--- src/rtl/mips_multicycle_ctrl.sv ---
// Multicycle MIPS control unit: Moore FSM that sequences
// fetch/decode/execute/memory/writeback and drives the datapath.
module mips_multicycle_ctrl (
    input  logic       clk,
    input  logic       rst_n,
    input  logic [5:0] opcode,
    input  logic [5:0] funct,
    input  logic       zero,
    output logic       ir_write,
    output logic       mem_write,
    output logic       reg_write,
    output logic       i_or_d,
    output logic       alu_src_a,
    output logic [1:0] alu_src_b,
    output logic [2:0] alu_ctrl,
    output logic [1:0] pc_src,
    output logic       mem_to_reg,
    output logic       reg_dst,
    output logic       pc_en,
    output logic       instr_done,
    output logic       illegal,
    output logic [3:0] state
);

    typedef enum logic [3:0] {
        S_FETCH   = 4'd0,
        S_DECODE  = 4'd1,
        S_MEMADR  = 4'd2,
        S_MEMRD   = 4'd3,
        S_MEMWB   = 4'd4,
        S_MEMWR   = 4'd5,
        S_RTYPEEX = 4'd6,
        S_RTYPEWB = 4'd7,
        S_BEQEX   = 4'd8,
        S_ADDIEX  = 4'd9,
        S_ADDIWB  = 4'd10,
        S_JEX     = 4'd11
    } state_t;

    localparam logic [5:0] OP_RTYPE = 6'b000000;
    localparam logic [5:0] OP_LW    = 6'b100011;
    localparam logic [5:0] OP_SW    = 6'b101011;
    localparam logic [5:0] OP_BEQ   = 6'b000100;
    localparam logic [5:0] OP_ADDI  = 6'b001000;
    localparam logic [5:0] OP_J     = 6'b000010;

    state_t     r_state;
    state_t     w_next;
    logic       r_is_sw;
    logic       w_ir_write;
    logic       w_pc_write;
    logic       w_branch;
    logic       w_funct_ok;
    logic [2:0] w_funct_alu;
    logic       w_op_legal;

    // State register; reset lands in FETCH without waiting for a clock
    always_ff @(posedge clk or negedge rst_n) begin
        if (!rst_n) r_state <= S_FETCH;
        else        r_state <= w_next;
    end

    // Remember lw vs sw at decode so MEMADR need not re-read the opcode
    always_ff @(posedge clk or negedge rst_n) begin
        if (!rst_n)                   r_is_sw <= 1'b0;
        else if (r_state == S_DECODE) r_is_sw <= (opcode == OP_SW);
    end

    // R-type funct to ALU operation map
    always_comb begin
        w_funct_ok  = 1'b1;
        w_funct_alu = 3'b010;
        case (funct)
            6'b100000: w_funct_alu = 3'b010;
            6'b100010: w_funct_alu = 3'b110;
            6'b100100: w_funct_alu = 3'b000;
            6'b100101: w_funct_alu = 3'b001;
            6'b101010: w_funct_alu = 3'b111;
            default:   w_funct_ok  = 1'b0;
        endcase
    end

    // Opcode legality, including unmapped R-type funct codes
    always_comb begin
        w_op_legal = 1'b0;
        case (opcode)
            OP_RTYPE: w_op_legal = w_funct_ok;
            OP_LW, OP_SW, OP_BEQ, OP_ADDI, OP_J: w_op_legal = 1'b1;
            default:  w_op_legal = 1'b0;
        endcase
    end

    // Next-state and Moore outputs, defaults first
    always_comb begin
        w_next     = S_FETCH;
        w_ir_write = 1'b0;
        w_pc_write = 1'b0;
        w_branch   = 1'b0;
        mem_write  = 1'b0;
        reg_write  = 1'b0;
        i_or_d     = 1'b0;
        alu_src_a  = 1'b0;
        alu_src_b  = 2'b00;
        alu_ctrl   = 3'b010;
        pc_src     = 2'b00;
        mem_to_reg = 1'b0;
        reg_dst    = 1'b0;
        instr_done = 1'b0;
        illegal    = 1'b0;
        case (r_state)
            S_FETCH: begin
                w_ir_write = 1'b1;
                w_pc_write = 1'b1;
                alu_src_b  = 2'b01;
                w_next     = S_DECODE;
            end
            S_DECODE: begin
                alu_src_b = 2'b11;
                if (!w_op_legal) begin
                    illegal    = 1'b1;
                    instr_done = 1'b1;
                    w_next     = S_FETCH;
                end else begin
                    case (opcode)
                        OP_LW, OP_SW: w_next = S_MEMADR;
                        OP_RTYPE:     w_next = S_RTYPEEX;
                        OP_BEQ:       w_next = S_BEQEX;
                        OP_ADDI:      w_next = S_ADDIEX;
                        OP_J:         w_next = S_JEX;
                        default:      w_next = S_FETCH;
                    endcase
                end
            end
            S_MEMADR: begin
                alu_src_a = 1'b1;
                alu_src_b = 2'b10;
                w_next    = r_is_sw ? S_MEMWR : S_MEMRD;
            end
            S_MEMRD: begin
                i_or_d = 1'b1;
                w_next = S_MEMWB;
            end
            S_MEMWB: begin
                reg_write  = 1'b1;
                mem_to_reg = 1'b1;
                instr_done = 1'b1;
            end
            S_MEMWR: begin
                i_or_d     = 1'b1;
                mem_write  = 1'b1;
                instr_done = 1'b1;
            end
            S_RTYPEEX: begin
                alu_src_a = 1'b1;
                alu_ctrl  = w_funct_alu;
                w_next    = S_RTYPEWB;
            end
            S_RTYPEWB: begin
                reg_write  = 1'b1;
                reg_dst    = 1'b1;
                instr_done = 1'b1;
            end
            S_BEQEX: begin
                alu_src_a  = 1'b1;
                alu_ctrl   = 3'b110;
                pc_src     = 2'b01;
                w_branch   = 1'b1;
                instr_done = 1'b1;
            end
            S_ADDIEX: begin
                alu_src_a = 1'b1;
                alu_src_b = 2'b10;
                w_next    = S_ADDIWB;
            end
            S_ADDIWB: begin
                reg_write  = 1'b1;
                instr_done = 1'b1;
            end
            S_JEX: begin
                pc_src     = 2'b10;
                w_pc_write = 1'b1;
                instr_done = 1'b1;
            end
            default: w_next = S_FETCH;
        endcase
    end

    // IR and PC loads are suppressed while reset is held
    assign ir_write = w_ir_write & rst_n;
    assign pc_en    = (w_pc_write | (w_branch & zero)) & rst_n;
    assign state    = r_state;

endmodule

--- config.mk ---
export PLATFORM = sky130hd
export DESIGN_NAME = mips_multicycle_ctrl
export DESIGN_NICKNAME = d
export VERILOG_FILES = /design/src/rtl/mips_multicycle_ctrl.sv
export SDC_FILE = /design/constraint.sdc
export NUM_CORES = 1
export LEC_CHECK = 0
export ABC_AREA = 1
export CORE_AREA = 2 2 44 46
export DETAILED_ROUTE_END_ITERATION = 16
export DIE_AREA = 0 0 46 48
export PLACE_DENSITY_LB_ADDON = 0.1
export SETUP_SLACK_MARGIN = 0.15
export SLEW_MARGIN = 20
export SYNTH_ARGS = -nofsm -noshare
export SYNTH_HDL_FRONTEND = slang
export SYNTH_SLANG_ARGS = --single-unit
--- constraint.sdc ---
create_clock -name clk -period 1.6 [get_ports clk]
set_clock_uncertainty 0.1 [all_clocks]
set_input_delay 0.16 -clock clk [delete_from_list [all_inputs] [get_ports clk]]
set_output_delay 0.16 -clock clk [all_outputs]
set_load 0.05 [all_outputs]
==> results of run 1 <==
## through the flow
| stage | hold WS (ps) | utilization | cell area [um2] |
|---|---|---|---|
| after floorplan | -235.6 | - | 737.0 |
| after detailed placement | 392.4 | 0.8341 | 1409 |
| after global placement | 383.4 | 0.8341 | 1409 |
## kinds of logic after synthesis
kind of cell	after synthesis	synth area share
DFF	5	0.2020
buffers and inverters	27	0.1636
and+or+nand+nor	58	0.4444
AOI/OAI and AO/OA	20	0.1899
==> implementation parameters, run 1 <==
Parameter                              Value

Synthesis
  Post-synth top area cell    sky130_fd_sc_hd__dfrtp_1
  Library cells used by synthesis    19
  Portion of the post-synthesis area used by sequential elements    0.2020
  Ranking of synthesized cells by area    sky130_fd_sc_hd__dfrtp_1 20%, sky130_fd_sc_hd__nor2_1 12%, sky130_fd_sc_hd__inv_1 9.7%, sky130_fd_sc_hd__nand2_1 9.7%, sky130_fd_sc_hd__nand3_1 8.1%
  Leading register cell type out of synthesis    sky130_fd_sc_hd__dfrtp_1
  Number of enable-type register cells in the synthesized netlist    0
  Synth warn    0
  Post-synth design cell area    619.3 um2
  Synth Area per Inst    approximately 5.6 um2
  Dominant cell by count in the synthesized netlist    sky130_fd_sc_hd__nor2_1
  Gate Count Post-Synth    110
  Async set-reset flop share out of synthesis    1.000
  Flip-flop and latch count after synthesis    5
  Ranking of synthesized cells by instance count    20 x sky130_fd_sc_hd__nor2_1, 16 x sky130_fd_sc_hd__inv_1, 16 x sky130_fd_sc_hd__nand2_1
  Nets in the synthesized netlist    125
  Proportion of netlist area held by the largest area contributor    0.2020

Clock tree
  Maximum count of clock buffers along a single path    2
  Clk sink count    5
  CTS Hold Bufs    0
  Post-CTS setup buffer count    15
  Clock Tree Root    sky130_fd_sc_hd__clkbuf_4
  Number of gates resized after cts    between 50 and 60
  Clock buffers created by TritonCTS    3
  H-tree levels    1

Floorplan
  DIE WIDTH    about 46 um
  Overall die height    roughly 48 um
  Initial Utilization    0.3667
  IO Pins    36
  Site Rows    15

Run status
  Err    [ERROR DPL-0033] detailed placement checks failed during check placement.
  Run status    aborted with a tool error
  Terminating stage of the flow    clock tree synthesis

Placed design
  DPL Wire Length    roughly 1.9 mm
  Count of input and output buffers    35
  Worst slack, placed    -383.9 ps
  GP Congestion    ~0.9
  Post-Place Cells    roughly 180
==> run 2: changes to the inputs <==
--- a/config.mk
+++ b/config.mk
@@ -6,11 +6,10 @@
 export NUM_CORES = 1
 export LEC_CHECK = 0
 export ABC_AREA = 1
-export CORE_AREA = 2 2 44 46
+export CORE_AREA = 2 2 63 65
 export DETAILED_ROUTE_END_ITERATION = 16
-export DIE_AREA = 0 0 46 48
-export PLACE_DENSITY_LB_ADDON = 0.1
-export SETUP_SLACK_MARGIN = 0.15
+export DIE_AREA = 0 0 65 67
+export PLACE_DENSITY_LB_ADDON = 0.15
 export SLEW_MARGIN = 20
 export SYNTH_ARGS = -nofsm -noshare
 export SYNTH_HDL_FRONTEND = slang
==> run 2 against run 1 <==
Compared with the run above: the flow now finishes, with violations (setup timing); synthesized area unchanged; synthesized cell count stayed put.
==> implementation parameters, run 2 <==
Parameter                              Value

Run status
  Run status    finished, violations left
  Violations in the final reports    setup timing

Final layout
  Highest-count cells in the layout ignoring fill and taps    39 x sky130_fd_sc_hd__buf_4, 19 x sky130_fd_sc_hd__buf_12, 14 x sky130_fd_sc_hd__nor2_4, 13 x sky130_fd_sc_hd__inv_2, 12 x sky130_fd_sc_hd__nand2_1
  Fin nets    slightly above 200
  Share of layout cells above drive strength 1    0.6614
  Number of flip-flops in the largest register    4
  Antenna cells    0
  Most frequent standard cell in the layout excluding fill and tap cells    sky130_fd_sc_hd__buf_4
  Area growth from synthesis to layout    189.7%
  Design area    around 1800 um2
  Filler Cells Inserted    between 300 and 400

Clock tree
  Clk sink count    5
  Worst-path clk slew    30 ps
  Clock buffers created by TritonCTS    3
  H-tree levels    1
  CTS tree    done
  CTS Hold Bufs    0
  Clock Tree Root    sky130_fd_sc_hd__clkbuf_8
  Maximum count of clock buffers along a single path    2
  Clock insertion delay at the later pin of the skew report    around 220 ps

Synthesis
  Ranking of synthesized cells by area    sky130_fd_sc_hd__dfrtp_1 20%, sky130_fd_sc_hd__nor2_1 12%, sky130_fd_sc_hd__inv_1 9.7%, sky130_fd_sc_hd__nand2_1 9.7%, sky130_fd_sc_hd__nand3_1 8.1%
  Synth warn    0
  Post-synth top area cell    sky130_fd_sc_hd__dfrtp_1
  Post-synth design cell area    a little over 600 um2
  Nets in the synthesized netlist    around 130
  Gate Count Post-Synth    110
  Dominant cell by count in the synthesized netlist    sky130_fd_sc_hd__nor2_1
  Leading register cell type out of synthesis    sky130_fd_sc_hd__dfrtp_1
  Flip-flop and latch count after synthesis    5
  Synth Area per Inst    5.630 um2
  Ranking of synthesized cells by instance count    20 x sky130_fd_sc_hd__nor2_1, 16 x sky130_fd_sc_hd__inv_1, 16 x sky130_fd_sc_hd__nand2_1
  Number of enable-type register cells in the synthesized netlist    0
  Async set-reset flop share out of synthesis    1.000
  Library cells used by synthesis    19
  Proportion of netlist area held by the largest area contributor    0.2020
  Portion of the post-synthesis area used by sequential elements    0.2020

Routing
  Routed length on met2    between 1 and 1.5 mm
  Wire length reported by the detailed router    between 2 and 2.5 mm
  Wire length on met1    922 um
  Post-route antenna net violation count    0
  Via count of the routed design    approximately 1000
  Highest signal layer in the routed design    met3
  Sum of met3 wire segment lengths after detailed routing    between 100 and 150 um
  Post-route DRC    0
  Number of vias per cell    ~4
  Average routed wire per standard cell    ~10 um
  Count of TritonRoute iterations in the first routing pass    4
  Iter 0 DRT Violations    24

Power
  Internal power    about 1.2 mW
  Leakage power    0.7998 nW
  Total power    between 2 and 2.5 mW
  Net switching power    roughly 1.2 mW
  Switching Share    0.4916
  Part of the total power dissipated in combinational logic    0.810
  Peak ir drop on the vdd network    roughly 0.00034 V
  Register share of total power    0.095
  Pwr dens    approximately 1300 nW/um2
  Power share of the clock group    0.095

Setup path
  CP Max Fanout    5
  Cell breakdown of the critical path    inv_2, nor2_4, inv_2, nor2_4, inv_4, o21ai_4, buf_12
  Endpoint kind of the worst setup timing path    output pin
  Critical path data required time    1340 ps
  Category of the critical setup timing path    register to output pin
  CP Launch Type    register
  Slowest cell on the critical path    sky130_fd_sc_hd__dfrtp_2
  Max incr delay on CP    approximately 450 ps
  Worst endpoint data arrival time    ~1400 ps

Global routing
  Residual overflow from global routing    0
  Number of global-route vias before repair    974
  Largest net degree at the start of global routing    7
  First-pass GRT wire length    between 3 and 4 mm
  Total global routing track utilization    0.1098
  Number of antenna violations at the first check in global routing    0

Floorplan
  Floorplan core area    approximately 3600 um2
  IO Pins    36
  DIE WIDTH    65 um
  Site Rows    22
  Overall die height    67 um
  Overall die area    between 4000 and 5000 um2
  Initial Utilization    0.1718

Placed design
  DPL Wire Length    1.874 mm
  Placed instance area    between 1000 and 1500 um2
  GP Congestion    0.7744
  Count of input and output buffers    35

STA
  Transition time of the tightest slew-check pin    between 200 and 250 ps
  Post-Route Hold Slack    about 150 ps
  Max-slew violation total from the final report    0
  Period utilisation layout    1.051
  Relative slew slack    0.8494
  Final critical-path setup slack    -81.52 ps
  Setup-failing EPs final    9
  Setup repair after global routing missed its margin    yes
  Max Freq    roughly 0.6 GHz
  Time the final worst path needs with I/O delays and setup    about 1700 ps
  Hold Vio Cnt, Final    0

Min path
  Hold/Removal Path Class    input port to async pin

Flow run
  Max-cap viol count    0
## run 2: path summary, 6_finish.rpt
kind	start	end	slack (ps)	depth (start not counted)
worst max-delay path	state[2]$_DFF_PN0_	alu_ctrl[2]	-80	7
worst min-delay path	rst_n	state[0]$_DFF_PN0_	150	2
worst max register to register	state[1]$_DFF_PN0_	state[2]$_DFF_PN0_	140	9
worst min register to register	r_is_sw$_DFFE_PN0P_	r_is_sw$_DFFE_PN0P_	430	2
max in group asynchronous	rst_n	state[1]$_DFF_PN0_	1130	2
min in group clk	opcode[0]	r_is_sw$_DFFE_PN0P_	380	4
## run 2: worst max-delay path, delay by kind of cell (launching register included)
| family | cells | cell delay [ps] |
|---|---|---|
| AND/OR/NAND/NOR | 2 | 270 |
| flip-flops | 1 | 450 |
| AO/OA/AOI/OAI | 1 | 140 |
| buffers and inverters | 4 | 350 |
## run 2: routing by layer
metal,vias up,global-route usage
li1,509,-
met1,442,0.1091
met2,22,0.2332
met3,0,0.01689
met4,0,0.02394
met5,-,0
## run 2: stage by stage
stage / instances / setup slack [ps] / TNS [ps] / util
global placement: 213 / -258.5 / -772.5 / 0.4084
floorplan: 110 / -228.1 / -774.3 / -
global route: 237 / -166.4 / -1269 / 0.4976
CTS: 233 / -101.0 / -544.5 / 0.4747
detailed placement: 213 / -304.9 / -1060 / 0.4084
finish: 237 / -81.52 / -493.6 / 0.4976
## run 2: area by class of cell
type | count | area (um2) | area share
clock buffers | 4 | 45.04 | 0.02510
inverters | 27 | 115.1 | 0.06416
multi-input cells | 78 | 608.1 | 0.3389
flip-flops and latches | 5 | 130.1 | 0.07252
well taps | 48 | 60.06 | 0.03347
repair buffers | 75 | 835.8 | 0.4658
## run 2: repair_timing
action                     in CTS  in global routing
pin swaps                      20                  7
resized for setup              35                 16
buffers inserted               16                  4
setup endpoints to repair      12                 17
## run 2: cell families (layout without fill, tap and decap cells)
logic type / count (synthesis) / count (layout) / synth area share
AND/OR/NAND/NOR: 58 / 58 / 0.4444
buffers and inverters: 27 / 106 / 0.1636
AO/OA/AOI/OAI: 20 / 20 / 0.1899
flip-flops: 5 / 5 / 0.2020
## run 2: power by group through the flow
stage	registers [mW]	clock network, mW	logic (mW)
finish	0.225	0.225	1.92
global route	0.233	0.242	2.01
CTS	0.222	0.234	1.83
detailed placement	0.226	0	1.65
global placement	0.224	0	1.65
floorplan	0.294	0	0.796
Power figures use the tool's default switching activity.
==> run 3: changes to the inputs <==
--- a/config.mk
+++ b/config.mk
@@ -7,6 +7,7 @@
 export LEC_CHECK = 0
 export ABC_AREA = 1
 export CORE_AREA = 2 2 63 65
+export CTS_CLUSTER_DIAMETER = 40
 export DETAILED_ROUTE_END_ITERATION = 16
 export DIE_AREA = 0 0 65 67
 export PLACE_DENSITY_LB_ADDON = 0.15
==> results of run 3 <==
Final layout, timing and power as in run 2 (identical DEF).
